## src/rtl/jtcop_pal_arb_if.sv

```systemverilog
// CPU-side palette bus between the address decoder and the palette arbiter.
// The CPU holds cpu_cs until it sees cpu_ok.
interface jtcop_pal_arb_if #(
    parameter int AW = 10,
    parameter int DW = 16
);
    logic          cpu_cs;
    logic          cpu_rnw;
    logic [AW-1:0] cpu_addr;
    logic [DW-1:0] cpu_dout;
    logic [1:0]    dsn;
    logic [DW-1:0] cpu_din;
    logic          cpu_ok;

    modport master (
        output cpu_cs,
        output cpu_rnw,
        output cpu_addr,
        output cpu_dout,
        output dsn,
        input  cpu_din,
        input  cpu_ok
    );

    modport slave (
        input  cpu_cs,
        input  cpu_rnw,
        input  cpu_addr,
        input  cpu_dout,
        input  dsn,
        output cpu_din,
        output cpu_ok
    );
endinterface

```

## src/rtl/jtcop_pal_arb.sv

```systemverilog
// Time-shares a single-port palette RAM between video pixel reads
// and CPU accesses, with a bounded CPU wait before a slot is stolen.
module jtcop_pal_arb #(
    parameter int AW     = 10,
    parameter int DW     = 16,
    parameter int STARVE = 15
) (
    input  logic          rst,
    input  logic          clk,
    input  logic          pxl_cen,
    input  logic          LHBL,
    input  logic          LVBL,
    jtcop_pal_arb_if.slave cpu,
    input  logic [AW-1:0] vid_addr,
    output logic [DW-1:0] vid_data,
    output logic [AW-1:0] ram_addr,
    output logic [DW-1:0] ram_data,
    output logic [1:0]    ram_we,
    input  logic [DW-1:0] ram_q
);
    localparam logic [3:0] STV = 4'(STARVE);

    typedef enum logic [2:0] {
        IDLE, PEND, ISSUE, RDWAIT, ACK
    } st_t;

    st_t           st_q, st_d;
    logic          cs_q, rise_q;
    logic [3:0]    cnt_q, cnt_d;
    logic          rnw_q, rnw_d;
    logic [AW-1:0] addr_q, addr_d;
    logic [DW-1:0] dout_q, dout_d;
    logic [1:0]    dsn_q, dsn_d;
    logic [AW-1:0] ram_addr_q, ram_addr_d;
    logic [DW-1:0] ram_data_q, ram_data_d;
    logic [1:0]    ram_we_q, ram_we_d;
    logic [DW-1:0] din_q, din_d;
    logic          ok_q, ok_d;
    logic [DW-1:0] vid_data_q, vid_data_d;
    logic [1:0]    vp_q;

    logic vslot, steal, go, vtake;

    assign vslot = pxl_cen & LHBL & LVBL;
    assign steal = (cnt_q == STV);
    assign go    = (st_q == PEND) & (~vslot | steal);
    assign vtake = vslot & ~go;

    always_comb begin
        st_d       = st_q;
        cnt_d      = cnt_q;
        rnw_d      = rnw_q;
        addr_d     = addr_q;
        dout_d     = dout_q;
        dsn_d      = dsn_q;
        ram_addr_d = ram_addr_q;
        ram_data_d = ram_data_q;
        ram_we_d   = 2'b00;
        din_d      = din_q;
        vid_data_d = vid_data_q;

        if (vtake) ram_addr_d = vid_addr;
        if (vp_q[1]) vid_data_d = ram_q;

        // Request fields are frozen on the raw cs edge so a cs
        // dropped before ack still completes with the right data.
        if (st_q == IDLE && cpu.cpu_cs && !cs_q) begin
            rnw_d  = cpu.cpu_rnw;
            addr_d = cpu.cpu_addr;
            dout_d = cpu.cpu_dout;
            dsn_d  = cpu.dsn;
        end

        unique case (st_q)
            IDLE: begin
                if (rise_q) st_d = PEND;
            end
            PEND: begin
                if (go) begin
                    st_d       = ISSUE;
                    cnt_d      = 4'd0;
                    ram_addr_d = addr_q;
                    ram_data_d = dout_q;
                    ram_we_d   = rnw_q ? 2'b00 : ~dsn_q;
                end else begin
                    cnt_d = cnt_q + 4'd1;
                end
            end
            ISSUE: begin
                st_d = rnw_q ? RDWAIT : ACK;
            end
            RDWAIT: begin
                din_d = ram_q;
                st_d  = ACK;
            end
            ACK: begin
                if (!cpu.cpu_cs) st_d = IDLE;
            end
            default: st_d = IDLE;
        endcase

        ok_d = (st_d == ACK);
    end

    // cs_q resets high so a cs held through reset is not a new edge
    always_ff @(posedge clk or posedge rst) begin
        if (rst) begin
            st_q       <= IDLE;
            cs_q       <= 1'b1;
            rise_q     <= 1'b0;
            cnt_q      <= 4'd0;
            rnw_q      <= 1'b1;
            addr_q     <= '0;
            dout_q     <= '0;
            dsn_q      <= 2'b11;
            ram_addr_q <= '0;
            ram_data_q <= '0;
            ram_we_q   <= 2'b00;
            din_q      <= '0;
            ok_q       <= 1'b0;
            vid_data_q <= '0;
            vp_q       <= 2'b00;
        end else begin
            st_q       <= st_d;
            cs_q       <= cpu.cpu_cs;
            rise_q     <= cpu.cpu_cs & ~cs_q;
            cnt_q      <= cnt_d;
            rnw_q      <= rnw_d;
            addr_q     <= addr_d;
            dout_q     <= dout_d;
            dsn_q      <= dsn_d;
            ram_addr_q <= ram_addr_d;
            ram_data_q <= ram_data_d;
            ram_we_q   <= ram_we_d;
            din_q      <= din_d;
            ok_q       <= ok_d;
            vid_data_q <= vid_data_d;
            vp_q       <= {vp_q[0], vtake};
        end
    end

    assign cpu.cpu_din = din_q;
    assign cpu.cpu_ok  = ok_q;
    assign vid_data    = vid_data_q;
    assign ram_addr    = ram_addr_q;
    assign ram_data    = ram_data_q;
    assign ram_we      = ram_we_q;
endmodule

```

## src/flat_wrapper.sv

```systemverilog
// flat-port wrapper written by rule: the top's interface ports become plain ports
module jtcop_pal_arb_flat 
#(
    parameter int AW     = 10,
    parameter int DW     = 16,
    parameter int STARVE = 15
)
  (rst, clk, pxl_cen, LHBL, LVBL, vid_addr, vid_data, ram_addr, ram_data, ram_we, ram_q, cpu_cpu_cs, cpu_cpu_rnw, cpu_cpu_addr, cpu_cpu_dout, cpu_dsn, cpu_cpu_din, cpu_cpu_ok);
  jtcop_pal_arb_if #(.AW(AW), .DW(DW)) cpu_i ();
  input  logic rst;
  input  logic clk;
  input  logic pxl_cen;
  input  logic LHBL;
  input  logic LVBL;
  input  logic [AW-1:0] vid_addr;
  output logic [DW-1:0] vid_data;
  output logic [AW-1:0] ram_addr;
  output logic [DW-1:0] ram_data;
  output logic [1:0] ram_we;
  input  logic [DW-1:0] ram_q;
  input wire logic [$bits(cpu_i.cpu_cs)-1:0] cpu_cpu_cs;
  input wire logic [$bits(cpu_i.cpu_rnw)-1:0] cpu_cpu_rnw;
  input wire logic [$bits(cpu_i.cpu_addr)-1:0] cpu_cpu_addr;
  input wire logic [$bits(cpu_i.cpu_dout)-1:0] cpu_cpu_dout;
  input wire logic [$bits(cpu_i.dsn)-1:0] cpu_dsn;
  output wire logic [$bits(cpu_i.cpu_din)-1:0] cpu_cpu_din;
  output wire logic [$bits(cpu_i.cpu_ok)-1:0] cpu_cpu_ok;
  assign cpu_i.cpu_cs = cpu_cpu_cs;
  assign cpu_i.cpu_rnw = cpu_cpu_rnw;
  assign cpu_i.cpu_addr = cpu_cpu_addr;
  assign cpu_i.cpu_dout = cpu_cpu_dout;
  assign cpu_i.dsn = cpu_dsn;
  assign cpu_cpu_din = cpu_i.cpu_din;
  assign cpu_cpu_ok = cpu_i.cpu_ok;
  jtcop_pal_arb #(.AW(AW), .DW(DW), .STARVE(STARVE)) u_core (.rst(rst), .clk(clk), .pxl_cen(pxl_cen), .LHBL(LHBL), .LVBL(LVBL), .cpu(cpu_i), .vid_addr(vid_addr), .vid_data(vid_data), .ram_addr(ram_addr), .ram_data(ram_data), .ram_we(ram_we), .ram_q(ram_q));
endmodule
```

## config.mk

```make
export PLATFORM = sky130hd
export DESIGN_NAME = jtcop_pal_arb_flat
export DESIGN_NICKNAME = d
export VERILOG_FILES = /design/src/rtl/jtcop_pal_arb_if.sv /design/src/rtl/jtcop_pal_arb.sv /design/src/flat_wrapper.sv
export SDC_FILE = /design/constraint.sdc
export NUM_CORES = 1
export LEC_CHECK = 0
export BUFFER_PORTS_ARGS = -buffer_cell sky130_fd_sc_hd__buf_2
export CORE_AREA = 4 4 108 110
export DETAILED_ROUTE_END_ITERATION = 16
export DIE_AREA = 0 0 112 114
export PLACE_DENSITY = 0.59
export SYNTH_ARGS = -nofsm -noshare
export SYNTH_HDL_FRONTEND = slang
export SYNTH_SLANG_ARGS = --single-unit
```

## constraint.sdc

```tcl
create_clock -name clk -period 5.69 [get_ports clk]
set_input_delay 0.8535 -clock clk [delete_from_list [all_inputs] [get_ports clk]]
set_output_delay 0.8535 -clock clk [all_outputs]
set_load 0.005 [all_outputs]
```

==> After elaboration in Yosys (flattened, before gate mapping) <==
Cells that the tools add are included.
Widths: inputs -> output; s select.
{ "word_totals": {"latch_bits": 0, "romBits": 0, "in_bits": 61, "ram_bits": 0, "word_cells": 49, "ff_bits": 101, "n_memories": 0, "out_inout_bits": 61} }
{ "op_classes": {"n_mux": 12, "eq_ne": 6, "n_lt_le_gt_ge": 0, "n_mul": 0, "n_reduce_logical": 5, "bitwise": 10, "div_mod_pow": 0, "n_shift": 0, "addsub": 1} }
{ "op_table": {"columns": ["operator", "count"], "rows": [
  ["$mux 10", 3],
  ["$pmux 3 s5", 1],
  ["$mux 3", 4],
  ["$eq 3x2->1 const B", 2],
  ["$eq 3x3->1 const B", 2],
  ["$mux 2", 3],
  ["$and 1x1->1", 5],
  ["$add 4x1->4 const B", 1],
  ["$eq 4x4->1 const B", 1],
  ["$mux 4", 1],
  ["$eq 3x1->1 const B", 1],
  ["$logic_not 3->1", 1],
  ["$not 1->1", 3],
  ["$logic_and 1x1->1", 2],
  ["$not 2->2", 1],
  ["$reduce_and 2->1", 1],
  ["$logic_not 1->1", 1],
  ["$or 1x1->1", 1]
]} }

==> Logic depth before layout (Yosys ltp) <==
Gate-level depths: netlist (run 1).
{ "logic_depth": {"word_depth": 10, "ltp_mapped": 6, "depth_no_buf": 4} }

==> Least setup slack after synthesis (run 1) <==
Ideal clock, no wire load.
{ "synth_timing": {"path_kind": "input -> register", "startpoint": "in pxl_cen", "endpoint": "reg u_core.ram_addr_q[2], in the netlist u_core.ram_addr[2]", "setup_slack_ps": 3630, "setup_ps": 127, "required_time_ps": 5563, "arrival_time_ps": 1932, "n_path_buf": 1, "cell_stages": 4, "cell_sequence": "nand3_1 > clkbuf_1 > mux2_2 > mux2_1"} }
{ "synth_between": {"elab_chain_cells": 10} }
{ "synth_lines": {"columns": ["element", "line_no", "source"], "rows": [
  ["start, declared", "flat_wrapper.sv:12", "input logic pxl_cen;"],
  ["$and 1x1->1 (*) (2 in series)", "jtcop_pal_arb.sv:44", "assign vslot = pxl_cen & LHBL & LVBL;"],
  ["$not 1->1", "jtcop_pal_arb.sv:46", "assign go = (st_q == PEND) & (~vslot | steal);"],
  ["$or 1x1->1", "jtcop_pal_arb.sv:46", null],
  ["$and 1x1->1", "jtcop_pal_arb.sv:46", null],
  ["$not 1->1", "jtcop_pal_arb.sv:47", "assign vtake = vslot & ~go;"],
  ["$and 1x1->1", "jtcop_pal_arb.sv:47", null],
  ["$mux 10", "jtcop_pal_arb.sv:62", "if (vtake) ram_addr_d = vid_addr;"],
  ["$mux 10", "jtcop_pal_arb.sv:79", "if (go) begin"],
  ["$mux 10 (*)", "jtcop_pal_arb.sv:74", "unique case (st_q)"],
  ["via u_core.ram_addr_d[2]", "jtcop_pal_arb.sv:34", "logic [AW-1:0] ram_addr_q, ram_addr_d;"],
  ["end signal, assigned", "jtcop_pal_arb.sv:132", "ram_addr_q <= ram_addr_d;"],
  ["end, declared", "jtcop_pal_arb.sv:34", null]
]} }
The timed path passes the listed nets; every way through them passes the cells marked *.
A chain may end at the register's enable or synchronous reset.

==> Worst setup path after layout (run 1) <==
{ "layout_timing": {"startpoint": "reg u_core.st_q[1]", "endpoint": "reg u_core.ram_data_q[7], in the netlist u_core.ram_data[7]"} }
{ "layout_between": {"elab_chain_cells": 3} }
{ "layout_lines": {"columns": ["element", "line_no", "source"], "rows": [
  ["start, declared", "jtcop_pal_arb.sv:27", "st_t st_q, st_d;"],
  ["start signal, assigned", "jtcop_pal_arb.sv:124", "st_q <= st_d;"],
  ["$eq 3x1->1 (*)", "jtcop_pal_arb.sv:46, jtcop_pal_arb.sv:74", null],
  ["$and 1x1->1", "jtcop_pal_arb.sv:46", null],
  ["$reduce_and 2->1 (no source line) (*)", null, null],
  ["end signal, assigned", "jtcop_pal_arb.sv:133", "ram_data_q <= ram_data_d;"],
  ["end, declared", "jtcop_pal_arb.sv:35", "logic [DW-1:0] ram_data_q, ram_data_d;"]
]} }
Mark *: on every way between the ends. The rest lies on a longest branch, timed or not.

==> reports/metrics.csv, run 1 <==
metric,value,unit
status,finished clean,
cts_resized,0,
yosys_register_bits,101,
fin_setup_tns,0,ps
clockBufferDepth,2,
synthTopCellsByCount,"dfrtp_1 (97), mux2_2 (89), mux2_1 (9)",
portBuffers,121,
wl_per_cell,14.7,um
cts_made_buffers,9,
synth_top_area_share,61.3,%
slew_viol_final,0,
start_kind,flop,
fp-row-count,38,
grt_pass1_vias,2639,
setup_violations,0,
min_period_over_period,40.9,%
p_per_area,510,nW/um2
seq_area,2530,um2
post-cts-setup-buffers,0,
period_needed,2330,ps
end_kind,flop,
final_net_count,435,
antenna_found_initial,0,
fin_hold_ws,352,ps
nFillCells,995,
dr.first_iter.drc_count,43,
async_flop_share,100,%
clk_pin_slew_worst_paths,90,ps
reg2regPathDepth,3,
maxCapViolCount,0,
grt_setup_unrepaired,no,
syn2layout_area_growth,24.3,%
grt_use_total,12.3,%
clk_latency,360,ps
critical_path.startpoint,u_core.st_q[1]$_DFF_PP0_,
hold_buffers,0,
ys_seq_area_share,63.9,%
drt-pass1-iter-count,4,
fin_worst_skew,11.7,ps
r2r-start,u_core.st_q[1]$_DFF_PP0_,
slew_headroom,33.4,%
rr_endpoint,u_core.ram_data[7]$_DFFE_PP0P_,
leakagePower,2.29,nW
synthCells,251,
yosysWarnings,0,
viasPerCell,4.73,
synth_area_per_cell,15.8,um2
min_path_type,reg2reg,
dieArea,12800,um2
crit_fanout,29,
worst_slew_pin_slew,996,ps
synth.most_common_cell,dfrtp_1,
place_area,4700,um2
synth_ff_type,dfrtp_1,
drtAntennaViolNets,0,
synth_fp_nets,313,
cp.arrival,2570,ps
crit_end,u_core.ram_data[7]$_DFFE_PP0P_,
overflow,0,
wl,7610,um
required,5930,ps
fin_util,46.0,%
synth_cell_types,29,
synth_edf_count,0,
core_area,10700,um2
syn-cell-area,3960,um2
multi_input_area,1360,um2
grt_max_degree,70,
fin_area,4920,um2
ys_top_cells_by_area,"dfrtp_1 (61%), mux2_2 (25%), dfstp_2 (2.7%)",
num_vias,2457,
hpwlAfterDp,5250,um
cts-root-buf,clkbuf_8,
grt_pass1_wl,12700,um
io_pins,122,
critPathKind,reg2reg,
clock_sinks,101,
htree_levels,3,
drive_gt1_share,62.2,%
cts_tree,built,
hold_viol_final,0,
drc,0,
min_from,u_core.vp_q[0]$_DFF_PP0_,
die_h,114,um
ir_drop,0.270,mV
die_w,112,um
start_util,37.0,%
clock.fmax,429,MHz
regToRegSetupSlack,3360,ps
place_congestion,0.735,
synth_top_cell_by_area,dfrtp_1,
-- where the power goes --
part / internal, mW / leakage (nW) / switching, mW / total [mW]
logic: 0.488 / 0.970 / 0.304 / 0.792
clock network: 0.262 / 0.114 / 0.235 / 0.496
registers: 1.05 / 1.21 / 0.169 / 1.22
total: 1.80 / 2.29 / 0.708 / 2.51
-- cell type report --
| cell class | instances | share of cell area [%] |
|---|---|---|
| antenna | 1 | 0.0508 |
| clock buffer | 11 | 2.87 |
| clock inverter | 5 | 1.68 |
| inverter | 3 | 0.279 |
| multi-input combinational | 135 | 27.5 |
| sequential | 101 | 51.4 |
| tap | 140 | 3.56 |
| timing repair buffer | 123 | 12.6 |
-- how the worst min path moves through the flow --
stage               cells after the start                       end
floorplan                               0  u_core.vp_q[1]$_DFF_PP0_
global placement                        0  u_core.vp_q[1]$_DFF_PP0_
detailed placement                      0  u_core.vp_q[1]$_DFF_PP0_
CTS                                     0  u_core.vp_q[1]$_DFF_PP0_
global route                            0  u_core.vp_q[1]$_DFF_PP0_
finish                                  0  u_core.vp_q[1]$_DFF_PP0_
-- routing by layer --
metal  track usage [%]  wire length (um)  vias to the layer above
li1                  -                 -                     1140
met3              6.05               821                        9
met4              3.69                94                        0
met5                 0                 0                        -
met1              15.1              3260                     1218
met2              19.4              3430                       90
-- layout by cell type, fill, tap and decap left out, drive strengths merged --
| master | netlist | routed |
|---|---|---|
| buf | 9 | 123 |
| mux2 | 98 | 98 |
| dfrtp | 97 | 97 |
| clkbuf | 3 | 11 |
| nand3 | 6 | 6 |
| nand2 | 4 | 4 |
| o21ai | 4 | 4 |
| dfstp | 4 | 4 |
| inv | 3 | 4 |
| nor3b | 4 | 4 |
| nor2 | 3 | 3 |
| nor2b | 3 | 3 |
| a32o | 2 | 2 |
| bufinv | 0 | 2 |
| a21oi | 2 | 2 |
| clkinv | 0 | 2 |
| diode | 0 | 1 |
| and3b | 1 | 1 |
| and3 | 1 | 1 |
| or3b | 1 | 1 |
| a211o | 1 | 1 |
| a32oi | 1 | 1 |
| a31oi | 1 | 1 |
| or4 | 1 | 1 |
| a22o | 1 | 1 |
| ha | 1 | 1 |
-- metrics by stage --
| step | cells | worst slack [ps] | power, mW |
|---|---|---|---|
| 6_report | 519 | 3360 | 2.51 |
| 4_1_cts | 518 | 3290 | 2.56 |
| 3_3_place_gp | 502 | 3050 | 2.02 |
| 5_1_grt | 518 | 3190 | 2.71 |
| 2_1_floorplan | 251 | 2200 | 1.73 |
| 3_5_place_dp | 502 | 3020 | 2.05 |
-- state kept, by name (all words and copies together), names as in the netlist, 3 cells and up --
signal / count
u_core.cpu.cpu_din: 16
u_core.dout_q: 16
u_core.ram_data: 16
u_core.vid_data: 16
u_core.addr_q: 10
u_core.ram_addr: 10
u_core.cnt_q: 4
u_core.st_q: 3
-- worst max-delay path: stages (launching register included) --
cell and delay [ps]:
dfrtp_1 460, or3b_1 540, a21oi_4 800, mux2_2 420
-- cells by family after synthesis --
kind of cell	synth area share [%]
AOI/OAI and AO/OA	2.18
buffers and inverters	2.05
muxes	27.8
DFF	63.9
adders and majority gates	0.316
and+or+nand+nor	3.69
Note: power is estimated with default switching activity, not from simulation.
==> run 2, diff against run 1 <==
PLACE_DENSITY = 0.61   (was 0.59)
clock period = 1.95 ns   (was 5.69 ns; I/O delays follow)
==> run 2 against run 1 <==
  * Combinational power grew to 3.1 times the previous value
  * Clock power grew to 2.7 times the previous value
  * Worst setup slack lost 3200 ps
  * Via count increased by 1.3%
  * Clock-buffer cell count is the same
  * Die area unchanged
  * Largest power group unchanged
  * Critical endpoint is now u_core.ram_data[14]$_DFFE_PP0P_
  * Largest cell class unchanged
  * Routed wire length increased by 5.2%
  * Global-route usage increased by 1.0 points
==> reports/metrics.csv, run 2 (synthesis gave the netlist of run 1 again) <==
metric,value,unit
status,finished clean,
num_antenna_cells,0,
clock.fmax,562,MHz
final_cell_mix,"buf_2 (121), dfrtp_1 (97), mux2_2 (89)",
required,2200,ps
finalPower,7.37,mW
grt_max_degree,34,
final_common_cell,buf_2,
p_sw,2.14,mW
worst_slew_pin_slew,595,ps
clk_pin_slew_worst_paths,90,ps
overflow,0,
end_kind,flop,
grt_pass1_wl,13600,um
die_w,112,um
wl,8000,um
switching_share,29.0,%
fin_hold_ws,68.4,ps
antenna_found_initial,2,
place_congestion,0.697,
slew_headroom,60.2,%
die_h,114,um
reg2regPathDepth,4,
io_pins,122,
hold_depth,1,
ir_drop,0.713,mV
post-cts-setup-buffers,0,
min_period_over_period,91.2,%
start_kind,flop,
core_area,10700,um2
critPathKind,reg2reg,
cp.arrival,2020,ps
dr.first_iter.drc_count,41,
clk_latency,360,ps
drt-pass1-iter-count,4,
portBuffers,121,
start_util,37.0,%
seqPwrFrac,48.0,%
nFillCells,967,
crit_fanout,24,
p_clk_share,18.3,%
setup_violations,0,
cts_tree,built,
period_needed,1780,ps
fin_worst_skew,15.9,ps
cts-root-buf,clkbuf_8,
final_net_count,446,
grt_pass1_vias,2760,
p_per_area,1460,nW/um2
drtAntennaViolNets,0,
num_vias,2489,
drive_gt1_share,63.0,%
fin_setup_tns,0,ps
maxCapViolCount,0,
syn2layout_area_growth,27.4,%
hpwlAfterDp,5810,um
viasPerCell,4.71,
drc,0,
internal_power,5.23,mW
wl_per_cell,15.1,um
min_path_type,in2reg,
grt_use_total,13.4,%
clock_sinks,101,
hold_viol_final,0,
power_frac_comb,33.6,%
cts_made_buffers,9,
dieArea,12800,um2
clockBufferDepth,2,
htree_levels,3,
slew_viol_final,0,
grt_setup_unrepaired,no,
fp-row-count,38,
leakagePower,2.35,nW
[run 2: cell types whose count changed in the layout (fill, tap and decap cells not counted), sizes merged]
cell	delta
buf	+10
clkinvlp	+2
bufinv	-1
diode	-1
dlygate4sd3	+1
inv	-1
[run 2: layer usage]
metal | global-route usage [%] | up-vias | wire length (um)
met3 | 6.05 | 12 | 805
met1 | 16.6 | 1225 | 3450
met4 | 4.81 | 4 | 105
li1 | - | 1160 | -
met5 | 0 | - | 40
met2 | 20.8 | 88 | 3600
[run 2: worst max-delay path, cell delays in order (launching register included)]
cell	delay, ps
dfrtp_1	410
or3b_1	500
a21oi_4	200
buf_12	200
mux2_2	350
[run 2: area by class of cell]
type                            instances  area [um2]  area share, %
Inverter                                3        15.0          0.297
Clock buffer                           11         141           2.80
Clock inverter                          5        60.1           1.19
Multi-Input combinational cell        135        1360           26.9
Sequential cell                       101        2530           50.2
Tap cell                              140         175           3.47
Timing Repair Buffer                  134         768           15.2
[run 2: metrics by stage]
step                setup slack [ps]  area (um2)  instances  utilization, %
floorplan                        168        3970        251               -
global placement                 221        4840        512            45.2
detailed placement               150        4840        512            45.2
CTS                              152        5050        529            47.2
global route                    67.6        5050        529            47.2
finish                           172        5050        529            47.2
[run 2: worst paths after layout]
path                                     startpoint                         endpoint  slack [ps]
max in group asynchronous                       rst      u_core.dsn_q[0]$_DFFE_PP1P_         810
setup / recovery           u_core.st_q[0]$_DFF_PP0_  u_core.ram_data[14]$_DFFE_PP0P_         170
hold reg to reg            u_core.vp_q[0]$_DFF_PP0_         u_core.vp_q[1]$_DFF_PP0_         360
setup reg to reg           u_core.st_q[0]$_DFF_PP0_  u_core.ram_data[14]$_DFFE_PP0P_         170
hold / removal                           cpu_cpu_cs            u_core.cs_q$_DFF_PP1_          70
min in group asynchronous                       rst  u_core.ram_data[10]$_DFFE_PP0P_         560
[run 2: timing repair]
| item | CTS | global route |
|---|---|---|
| gates resized for setup | 0 | 0 |
| hold buffers | 1 | 0 |
| endpoints found under the hold margin | 16 | 0 |
[run 2: power by group through the flow]
stage | Clock, mW | Sequential, mW | Combinational, mW
after global routing | 1.50 | 3.68 | 2.75
after floorplan | 0 | 3.59 | 1.45
after global placement | 0 | 3.55 | 2.45
final | 1.35 | 3.54 | 2.48
after CTS | 1.41 | 3.56 | 2.54
after detailed placement | 0 | 3.60 | 2.53
